`src/rtl/operand_decode_stage.sv`:
```
// RV32I operand-B decode stage: opcode decode, immediate extension and operand-B
// pre-mux, registered into a single ID/EX entry with valid/ready handshake and flush.
module operand_decode_stage #(
  parameter int XLEN = 32
) (
  input  logic            clk,
  input  logic            rst_n,
  input  logic            in_valid,
  output logic            in_ready,
  input  logic [31:0]     instr,
  input  logic [XLEN-1:0] pc,
  input  logic [XLEN-1:0] rd1,
  input  logic [XLEN-1:0] rd2,
  input  logic            flush,
  output logic            out_valid,
  input  logic            out_ready,
  output logic            alu_src,
  output logic [XLEN-1:0] imm_ext,
  output logic [XLEN-1:0] op_a,
  output logic [XLEN-1:0] op_b,
  output logic [XLEN-1:0] rs2_data,
  output logic [XLEN-1:0] pc_q,
  output logic [4:0]      rd_addr,
  output logic [2:0]      funct3,
  output logic            illegal
);

  localparam logic [6:0] OPC_OP     = 7'b0110011;
  localparam logic [6:0] OPC_OP_IMM = 7'b0010011;
  localparam logic [6:0] OPC_LOAD   = 7'b0000011;
  localparam logic [6:0] OPC_JALR   = 7'b1100111;
  localparam logic [6:0] OPC_STORE  = 7'b0100011;
  localparam logic [6:0] OPC_BRANCH = 7'b1100011;
  localparam logic [6:0] OPC_LUI    = 7'b0110111;
  localparam logic [6:0] OPC_AUIPC  = 7'b0010111;
  localparam logic [6:0] OPC_JAL    = 7'b1101111;

  logic [6:0]      opcode;
  logic [XLEN-1:0] imm_i, imm_s, imm_b, imm_u, imm_j;
  logic            dec_src;
  logic            dec_ill;
  logic [XLEN-1:0] dec_imm;
  logic [XLEN-1:0] dec_op_b;
  logic            xfer;

  logic            out_valid_d, out_valid_q;
  logic            alu_src_d, alu_src_q;
  logic            illegal_d, illegal_q;
  logic [4:0]      rd_addr_d, rd_addr_q;
  logic [2:0]      funct3_d, funct3_q;
  logic [XLEN-1:0] imm_ext_d, imm_ext_q;
  logic [XLEN-1:0] op_a_d, op_a_q;
  logic [XLEN-1:0] op_b_d, op_b_q;
  logic [XLEN-1:0] rs2_data_d, rs2_data_q;
  logic [XLEN-1:0] pc_d;

  assign opcode = instr[6:0];
  assign imm_i  = {{(XLEN-12){instr[31]}}, instr[31:20]};
  assign imm_s  = {{(XLEN-12){instr[31]}}, instr[31:25], instr[11:7]};
  assign imm_b  = {{(XLEN-12){instr[31]}}, instr[7], instr[30:25], instr[11:8], 1'b0};
  assign imm_u  = {instr[31:12], 12'b0};
  assign imm_j  = {{(XLEN-20){instr[31]}}, instr[19:12], instr[20], instr[30:21], 1'b0};

  // Shifts in OP-IMM take the plain I value; execute only looks at imm_ext[4:0].
  always_comb begin
    dec_src = 1'b0;
    dec_ill = 1'b0;
    dec_imm = '0;
    unique case (opcode)
      OPC_OP:     ;
      OPC_OP_IMM,
      OPC_LOAD,
      OPC_JALR:   begin dec_src = 1'b1; dec_imm = imm_i; end
      OPC_STORE:  begin dec_src = 1'b1; dec_imm = imm_s; end
      OPC_BRANCH: dec_imm = imm_b;
      OPC_LUI,
      OPC_AUIPC:  begin dec_src = 1'b1; dec_imm = imm_u; end
      OPC_JAL:    begin dec_src = 1'b1; dec_imm = imm_j; end
      default:    dec_ill = 1'b1;
    endcase
  end

  assign dec_op_b = dec_src ? dec_imm : rd2;

  assign in_ready = !out_valid_q || out_ready;
  assign xfer     = in_valid && in_ready;

  always_comb begin
    if (flush)          out_valid_d = 1'b0;
    else if (xfer)      out_valid_d = 1'b1;
    else if (out_ready) out_valid_d = 1'b0;
    else                out_valid_d = out_valid_q;
  end

  always_comb begin
    alu_src_d  = alu_src_q;
    illegal_d  = illegal_q;
    rd_addr_d  = rd_addr_q;
    funct3_d   = funct3_q;
    imm_ext_d  = imm_ext_q;
    op_a_d     = op_a_q;
    op_b_d     = op_b_q;
    rs2_data_d = rs2_data_q;
    pc_d       = pc_q;
    if (xfer) begin
      alu_src_d  = dec_src;
      illegal_d  = dec_ill;
      rd_addr_d  = instr[11:7];
      funct3_d   = instr[14:12];
      imm_ext_d  = dec_imm;
      op_a_d     = rd1;
      op_b_d     = dec_op_b;
      rs2_data_d = rd2;
      pc_d       = pc;
    end
  end

  always_ff @(posedge clk or negedge rst_n) begin
    if (!rst_n) begin
      out_valid_q <= 1'b0;
      alu_src_q   <= 1'b0;
      illegal_q   <= 1'b0;
      rd_addr_q   <= '0;
      funct3_q    <= '0;
      imm_ext_q   <= '0;
      op_a_q      <= '0;
      op_b_q      <= '0;
      rs2_data_q  <= '0;
      pc_q        <= '0;
    end else begin
      out_valid_q <= out_valid_d;
      alu_src_q   <= alu_src_d;
      illegal_q   <= illegal_d;
      rd_addr_q   <= rd_addr_d;
      funct3_q    <= funct3_d;
      imm_ext_q   <= imm_ext_d;
      op_a_q      <= op_a_d;
      op_b_q      <= op_b_d;
      rs2_data_q  <= rs2_data_d;
      pc_q        <= pc_d;
    end
  end

  assign out_valid = out_valid_q;
  assign alu_src   = alu_src_q;
  assign illegal   = illegal_q;
  assign rd_addr   = rd_addr_q;
  assign funct3    = funct3_q;
  assign imm_ext   = imm_ext_q;
  assign op_a      = op_a_q;
  assign op_b      = op_b_q;
  assign rs2_data  = rs2_data_q;

endmodule

```
`config.mk`:
```
export PLATFORM = sky130hd
export DESIGN_NAME = operand_decode_stage
export DESIGN_NICKNAME = d
export VERILOG_FILES = /design/src/rtl/operand_decode_stage.sv
export SDC_FILE = /design/constraint.sdc
export NUM_CORES = 1
export LEC_CHECK = 0
export BUFFER_PORTS_ARGS = -buffer_cell sky130_fd_sc_hd__buf_2
export CAP_MARGIN = 20
export CORE_MARGIN = 3
export CORE_UTILIZATION = 53
export CTS_BUF_LIST = sky130_fd_sc_hd__clkbuf_4 sky130_fd_sc_hd__clkbuf_8
export CTS_CLUSTER_DIAMETER = 40
export DETAILED_ROUTE_END_ITERATION = 10
export GPL_ROUTABILITY_DRIVEN = 0
export PLACE_DENSITY = 0.88
export SYNTH_ARGS = -nofsm -noshare
export SYNTH_HDL_FRONTEND = slang
export SYNTH_SLANG_ARGS = --single-unit
export TNS_END_PERCENT = 30
```
`constraint.sdc`:
```
create_clock -name clk -period 2.85 [get_ports clk]
set_input_delay 0.57 -clock clk [delete_from_list [all_inputs] [get_ports clk]]
set_output_delay 0.57 -clock clk [all_outputs]
set_load 0.01 [all_outputs]
```
-- After elaboration in Yosys (flattened, before gate mapping)
Index checks and enable logic that the tools add are counted.
- reductions and logical operators: 8
- eq/ne operators: 9
- multiplexer cells: 7
- operator list (operator ; count):
    case mux 32 bit (5 select lines) ; 1
    2-to-1 mux 32 bit ; 1
    == test 7 x 6 -> 1 bit, second input constant ; 3
    == test 7 bit, second input constant ; 3
    == test 7 x 5 -> 1 bit, second input constant ; 2
    OR reduction 9 bit ; 1
    == test 7 x 2 -> 1 bit, second input constant ; 1
    OR reduction 7 bit ; 1
    2-to-1 mux 1 bit ; 5
    nonzero test 3 bit ; 1
    OR reduction 3 bit ; 1
    OR reduction 2 bit ; 1
    logical AND 1 bit ; 1
    zero test 1 bit ; 1
    logical OR 1 bit ; 1
- logic and storage cells: 34
- input port bits: 133
- register bits after elaboration: 171
- output and inout bits: 172

-- Depth between registers and ports, before layout
Gate-level depths: netlist (run 1).
- depth after elaboration: 5
- mapped depth: 8
- mapped depth without buffers: 5

-- Worst setup path after synthesis (run 1)
OpenSTA, ideal clock, no wires.
- kind: input-to-reg
- start point: in instr[3]
- end point: reg op_b_q[10] (netlist: op_b[10])
- stages: 6
- slack: 1030 ps
- library setup time: 87 ps
- data arrival time: 1733 ps
- path buffers: 1
- required time: 2763 ps
- path through: buf_4 > nand4bb_2 > o32ai_4 > nand2_1 > or3_1 > o211ai_1
- word-level cells in the longest chain between the ends: 4
- elaborated cells on any way between the ends: 14
- those cells by class: eq/ne: 8; mux: 3; reduce/logical: 3
- ends and longest elaborated chain (item ; RTL line ; source):
    start, declared ; 10 ; input logic [31:0] instr,
    == test 7 x 5 -> 1 bit, or another cell as far along ; 69 ; unique case (opcode)
    OR reduction 3 bit, or another cell as far along ; 69 ;
    case mux 32 bit (5 select lines) / 2-to-1 mux 1 bit (equally long branches) ; 69 ;
    2-to-1 mux 32 bit * ; 83 ; assign dec_op_b = dec_src ? dec_imm : rd2;
    end signal, assigned ; 138 ; op_b_q <= op_b_d;
    end, declared ; 53 ; logic [XLEN-1:0] op_b_d, op_b_q;
Mark *: on every way between the ends. The rest lies on a longest branch, timed or not.
A chain may end at the register's enable or synchronous reset.

-- Final worst setup path (run 1)
- start point: reg out_valid_q (netlist: out_valid)
- end point: reg op_b_q[29] (netlist: op_b[29])
- word-level cells in the longest chain between the ends: 3
- ends and longest elaborated chain (item ; RTL line ; source):
    start, declared ; 46 ; logic out_valid_d, out_valid_q;
    start signal, assigned ; 131 ; out_valid_q <= out_valid_d;
    zero test 1 bit ; 85 ; assign in_ready = !out_valid_q || out_ready;
    logical OR 1 bit ; 85 ;
    logical AND 1 bit ; 86 ; assign xfer = in_valid && in_ready;
Every way passes these cells.

==> reports/metrics.cfg, run 1 <==
[clock_network]
hold_buffers=0
cts-root-buf=clkbuf_8
cts-resized-gates=0
clkLatencyLatePin_ns=0.45
cts_tree=yes
cts_buffers=17
post_cts_buffers=0
htree_levels=4
clockBufferDepth=2
cts.sinks=171
clk_pin_slew_ns=0.08

[timing]
rsz0062_at_grt=no
min_period_ns=2.04
tns_ns=0
finalHoldViolations=0
worst_pin_slew_ns=0.978
maxSlewViolCount=0
skew_ns=0.00642
worst_slew_margin_rel_pct=34.8
fmax_mhz=491
post-route-period-util_pct=71.5
setup_viol=0

[synth]
postSynthCellCount=751
syn-cell-area_um2=6960
yosysSeqAreaShare_pct=61.4
synth_edf_count=0
synth_flop_cell=dfrtp_1
ys_types=40
syn_area_per_cell_um2=9.27
ys_ff_latch=171
synth_nets=884
yosys_warnings=0
async_flop_share_pct=100

[worst_setup_path]
reg2regPathDepth=5
critical_path_required_ns=3.19
startpoint=out_valid
cp.arrival_ns=2.38
ff2ff_setup_slack_ns=0.81
crit_fanout=23
r2r_end=op_b[29]
end_kind=register
rr_startpoint=out_valid
cp_cell_sequence=nand2b_1 -> nand2_4 -> a21oi_2 -> nand3_1 -> o221a_2
cpPeakStageDelay_ns=0.77
worst_setup_path_start_kind=register
cp_slowest_cell=a21oi_2
crit_type=reg -> reg

[floorplan]
core_um2=12700
initial_utilization_pct=54.7
dieHeight_um=121
die_w_um=121
io_pins=305
die_area_um2=14600
num_rows=41

[global_routing]
first_global_vias=6100
grt_overflow=0
grt_start_max_net_pins=94
antenna_found_initial=4
grtUsageTotal_pct=28.4
grt_pass1_wl_mm=31.8

[power]
power.leakage_uw=0.00497
peakVddDrop_v=0.000351
power.density_nw_per_um2=619

[detailed_routing]
drtIter0Drc=430
met3_length_mm=2.06
maxUsedRoutingLayer=met5
drt_wl_total_mm=20.8
first_pass_iters=5
vias_per_cell=5.15
wire_per_inst_um=16.9
num_vias=6345
ant_nets=0
wl_met1_mm=7.91
drc=0
dr_wl_met2_mm=10.3

[layout]
syn_to_final_growth_pct=30.6
post_route_cells_drive_above_1_share_pct=35.7
final_util_pct=71.5
stdcell_count=1232
fin_nets=1177

[placed_design]
portBuffers=304
placedCellCount=1197
dp_hpwl_mm=15.7

[status]
outcome=complete, no violations

[flow_run]
maxCapViolCount=0

[hold_path]
hold_path_class=in -> async

how the worst max path moves through the flow:
stage | end | cells after the start
global route | op_b[29] | 5
global placement | op_b[28] | 6
finish | op_b[29] | 5
CTS | op_b[29] | 5
floorplan | op_b[10] | 6
detailed placement | op_b[29] | 6
cell type report:
type | count | area, µm²
flip-flops and latches | 171 | 4280
fillers | 991 | 3630
multi-input cells | 528 | 2430
repair buffers | 318 | 1700
clock buffers | 22 | 290
well taps | 172 | 215
clock inverters | 10 | 140
inverters | 8 | 30.0
diodes | 3 | 7.51
synth_stat cells (2+ instances only):
library cell    n  area share (%)
a21oi_1        22             1.6
a221oi_1        8             1.0
buf_1           5            0.27
buf_2          22             1.6
buf_4           4            0.43
buf_6           3            0.49
clkbuf_1       10            0.54
dfrtp_1       171              61
inv_1           8            0.43
nand2_1       362              20
nand3_1        13            0.93
nor2_1         28             1.5
nor3_2          2            0.29
nor4_1          2            0.18
nor4_2          2            0.36
o211ai_1        8            0.86
o21ai_0        29             2.1
o21ai_1         4            0.29
o21ba_2         2            0.29
o21bai_1       10             1.1
o221a_2        11             1.8
or3_1           7            0.63
layer usage:
layer	vias to the layer above	global-route usage, %
li1	3011	-
met1	2995	34.4
met2	294	46.9
met3	41	10.8
met4	4	9.84
met5	-	0
metrics by stage:
step	hold slack, ns	worst slack, ns	instance area [µm²]	total power (µW)
6_report	0.104	0.814	9090	5630
3_5_place_dp	0.457	0.407	8650	3880
5_1_grt	0.135	0.657	9090	5900
4_1_cts	0.121	0.821	9080	5670
3_3_place_gp	0.448	0.497	8650	3850
2_1_floorplan	0.274	1.03	6960	3330
power breakdown:
part | switching (µW) | internal, µW
logic | 612 | 405
registers | 133 | 2680
clock network | 851 | 956
worst max-delay path: cells and delay by family, from the launching register on:
| kind | cells | cell delay, ns |
|---|---|---|
| and+or+nand+nor | 3 | 0.56 |
| DFF | 1 | 0.40 |
| AOI/OAI and AO/OA | 2 | 0.96 |
state kept, by name, indices dropped and copies added (netlist names):
signal and flops:
op_a 32, funct3 3, pc_q 32, rs2_data 32
imm_ext 32, rd_addr 5, op_b 32, out_valid 1
alu_src 1, illegal 1
cell families (layout without fill, tap and decap cells):
| group | after synthesis | in the layout | share of synthesized area (%) |
|---|---|---|---|
| DFF | 171 | 171 | 61.4 |
| buffers and inverters | 52 | 358 | 3.74 |
| other | 0 | 3 | 0 |
| and+or+nand+nor | 425 | 425 | 24.5 |
| AOI/OAI and AO/OA | 102 | 102 | 10.2 |
| muxes | 1 | 1 | 0.162 |
cells in the final DEF (no fill, tap or decap), types with 2 or more instances in the layout:
cell type   Yosys  final
nand2_1       362    361
buf_2          22    303
dfrtp_1       171    171
o21ai_0        29     29
nor2_1         28     28
a21oi_1        22     22
clkbuf_8        0     20
nand3_1        13     13
o221a_2        11     11
o21bai_1       10     10
buf_4           4      9
inv_1           8      8
a221oi_1        8      8
o211ai_1        8      8
or3_1           7      7
buf_12          0      5
o21ai_1         4      4
diode_2         0      3
bufinv_16       0      3
clkinvlp_4      0      3
nand2_4         1      2
nor4_2          2      2
nor3_2          2      2
o21ba_2         2      2
nor4_1          2      2
clkbuf_4        0      2
clkinv_2        0      2
clkinv_4        0      2
Power figures use the tool's default switching activity.
==> inputs of run 2 (changes only) <==
--- a/config.mk
+++ b/config.mk
@@ -8,12 +8,12 @@
 export BUFFER_PORTS_ARGS = -buffer_cell sky130_fd_sc_hd__buf_2
 export CAP_MARGIN = 20
 export CORE_MARGIN = 3
-export CORE_UTILIZATION = 53
+export CORE_UTILIZATION = 49
 export CTS_BUF_LIST = sky130_fd_sc_hd__clkbuf_4 sky130_fd_sc_hd__clkbuf_8
 export CTS_CLUSTER_DIAMETER = 40
 export DETAILED_ROUTE_END_ITERATION = 10
 export GPL_ROUTABILITY_DRIVEN = 0
-export PLACE_DENSITY = 0.88
+export PLACE_DENSITY = 0.82
 export SYNTH_ARGS = -nofsm -noshare
 export SYNTH_HDL_FRONTEND = slang
 export SYNTH_SLANG_ARGS = --single-unit
==> constraint.sdc (replaced) <==
create_clock -name clk -period 2.1 [get_ports clk]
set_input_delay 0.42 -clock clk [delete_from_list [all_inputs] [get_ports clk]]
set_output_delay 0.42 -clock clk [all_outputs]
set_load 0.01 [all_outputs]
==> reports/metrics.cfg, run 2 (same netlist as run 1, synthesis figures left out) <==
[status]
outcome=complete, no violations

[timing]
rsz0062_at_grt=no
worst_slew_margin_rel_pct=39.3
finalHoldViolations=0
worst_hold_slack_ns=0.118
worst_pin_slew_ns=0.910
min_period_ns=1.82
setup_viol=0
maxSlewViolCount=0
skew_ns=0.00652
post-route-period-util_pct=86.8
fmax_mhz=549

[worst_setup_path]
crit_fanout=22
cp_slowest_cell=a21oi_2
r2r_end=op_b[23]
reg2regPathDepth=5
cp.arrival_ns=2.16
startpoint=out_valid
worst_setup_path_start_kind=register
ff2ff_setup_slack_ns=0.28
cp_cell_sequence=nand2b_1 -> nand2_4 -> a21oi_2 -> nand3_1 -> o221a_2
cpPeakStageDelay_ns=0.67
crit_type=reg -> reg
critical_path_required_ns=2.43
end_kind=register
rr_startpoint=out_valid

[layout]
diodes=0
syn_to_final_growth_pct=30.9
post_route_cells_drive_above_1_share_pct=36.1
layout_commonest_cell=nand2_1
fin_nets=1185
stdcell_count=1241
final_cell_mix=361 x nand2_1, 303 x buf_2, 171 x dfrtp_1, 29 x o21ai_0, 28 x nor2_1

[detailed_routing]
num_vias=6295
first_pass_iters=5
drtIter0Drc=466
vias_per_cell=5.07
ant_nets=0
drt_wl_total_mm=20.5
wire_per_inst_um=16.5
drc=0

[clock_network]
clk_pin_slew_ns=0.08
cts-resized-gates=0
clkLatencyLatePin_ns=0.44
htree_levels=4
cts.sinks=171
cts_tree=yes
cts_buffers=17
clockBufferDepth=2
cts-root-buf=clkbuf_8

[global_routing]
grt_pass1_wl_mm=32.5
grt_overflow=0
grt_start_max_net_pins=122
grtUsageTotal_pct=26.2
first_global_vias=6185
antenna_found_initial=2

[hold_path]
worstHoldPathCells=2
hold_end=out_valid
hold_path_class=in -> reg
hp-start=flush

[floorplan]
core_um2=13600
dieHeight_um=125
die_area_um2=15700
die_w_um=125
io_pins=305
num_rows=42
initial_utilization_pct=51.4

[power]
peakVddDrop_v=0.000496
power.leakage_uw=0.00499
power.density_nw_per_um2=816

[placed_design]
portBuffers=304
placedCellCount=1208
dp_hpwl_mm=15.6

[flow_run]
maxCapViolCount=0

run 2: worst max path at each step:
stage | end | slack, ns | cells after the start
2_1_floorplan | op_b[10] | 0.43 | 6
3_3_place_gp | op_b[24] | -0.003 | 6
3_5_place_dp | op_b[24] | -0.08 | 6
4_1_cts | op_b[23] | 0.28 | 5
5_1_grt | op_b[23] | 0.11 | 5
6_report | op_b[23] | 0.28 | 5
run 2: power by group:
| group | internal, µW | total [µW] | switching [µW] |
|---|---|---|---|
| sequential | 3630 | 3800 | 174 |
| combinational | 560 | 1390 | 832 |
| clock | 1110 | 2250 | 1140 |
| total | 5300 | 7440 | 2140 |
run 2: final cells by class:
cell class,count,area [µm²]
Multi-Input combinational cell,528,2430
Fill cell,1119,4440
Timing Repair Buffer,326,1760
Clock inverter,9,86.3
Inverter,8,30.0
Tap cell,176,220
Sequential cell,171,4280
Clock buffer,23,310
run 2: worst max-delay path: cells and delay by family (launching register included):
family             cells  cell delay (ns)
and+or+nand+nor        3             0.48
AOI/OAI and AO/OA      2             0.85
DFF                    1             0.38
run 2: what timing repair did:
| action | CTS | global route |
|---|---|---|
| endpoints found under the hold margin | 41 | 0 |
| setup buffers | 0 | 0 |
| hold buffers | 1 | 0 |
run 2: through the flow:
step / worst slack, ns / util, % / total power, µW / TNS, ns / cell area, µm²
global route: 0.108 / 67.3 / 7840 / 0 / 9120
finish: 0.278 / 67.3 / 7440 / 0 / 9120
CTS: 0.278 / 67.3 / 7520 / 0 / 9120
detailed placement: -0.0761 / 64.3 / 5280 / -0.436 / 8710
floorplan: 0.430 / - / 4520 / 0 / 6960
global placement: -0.00285 / 64.3 / 5240 / -0.00658 / 8710
run 2: per-layer routing:
layer | share of wire (%) | track usage [%] | vias to the layer above
li1 | - | - | 3030
met1 | 40 | 33.0 | 2927
met2 | 48 | 42.0 | 292
met3 | 9.1 | 9.13 | 42
met4 | 2.8 | 10.2 | 4
met5 | 0.11 | 0 | -
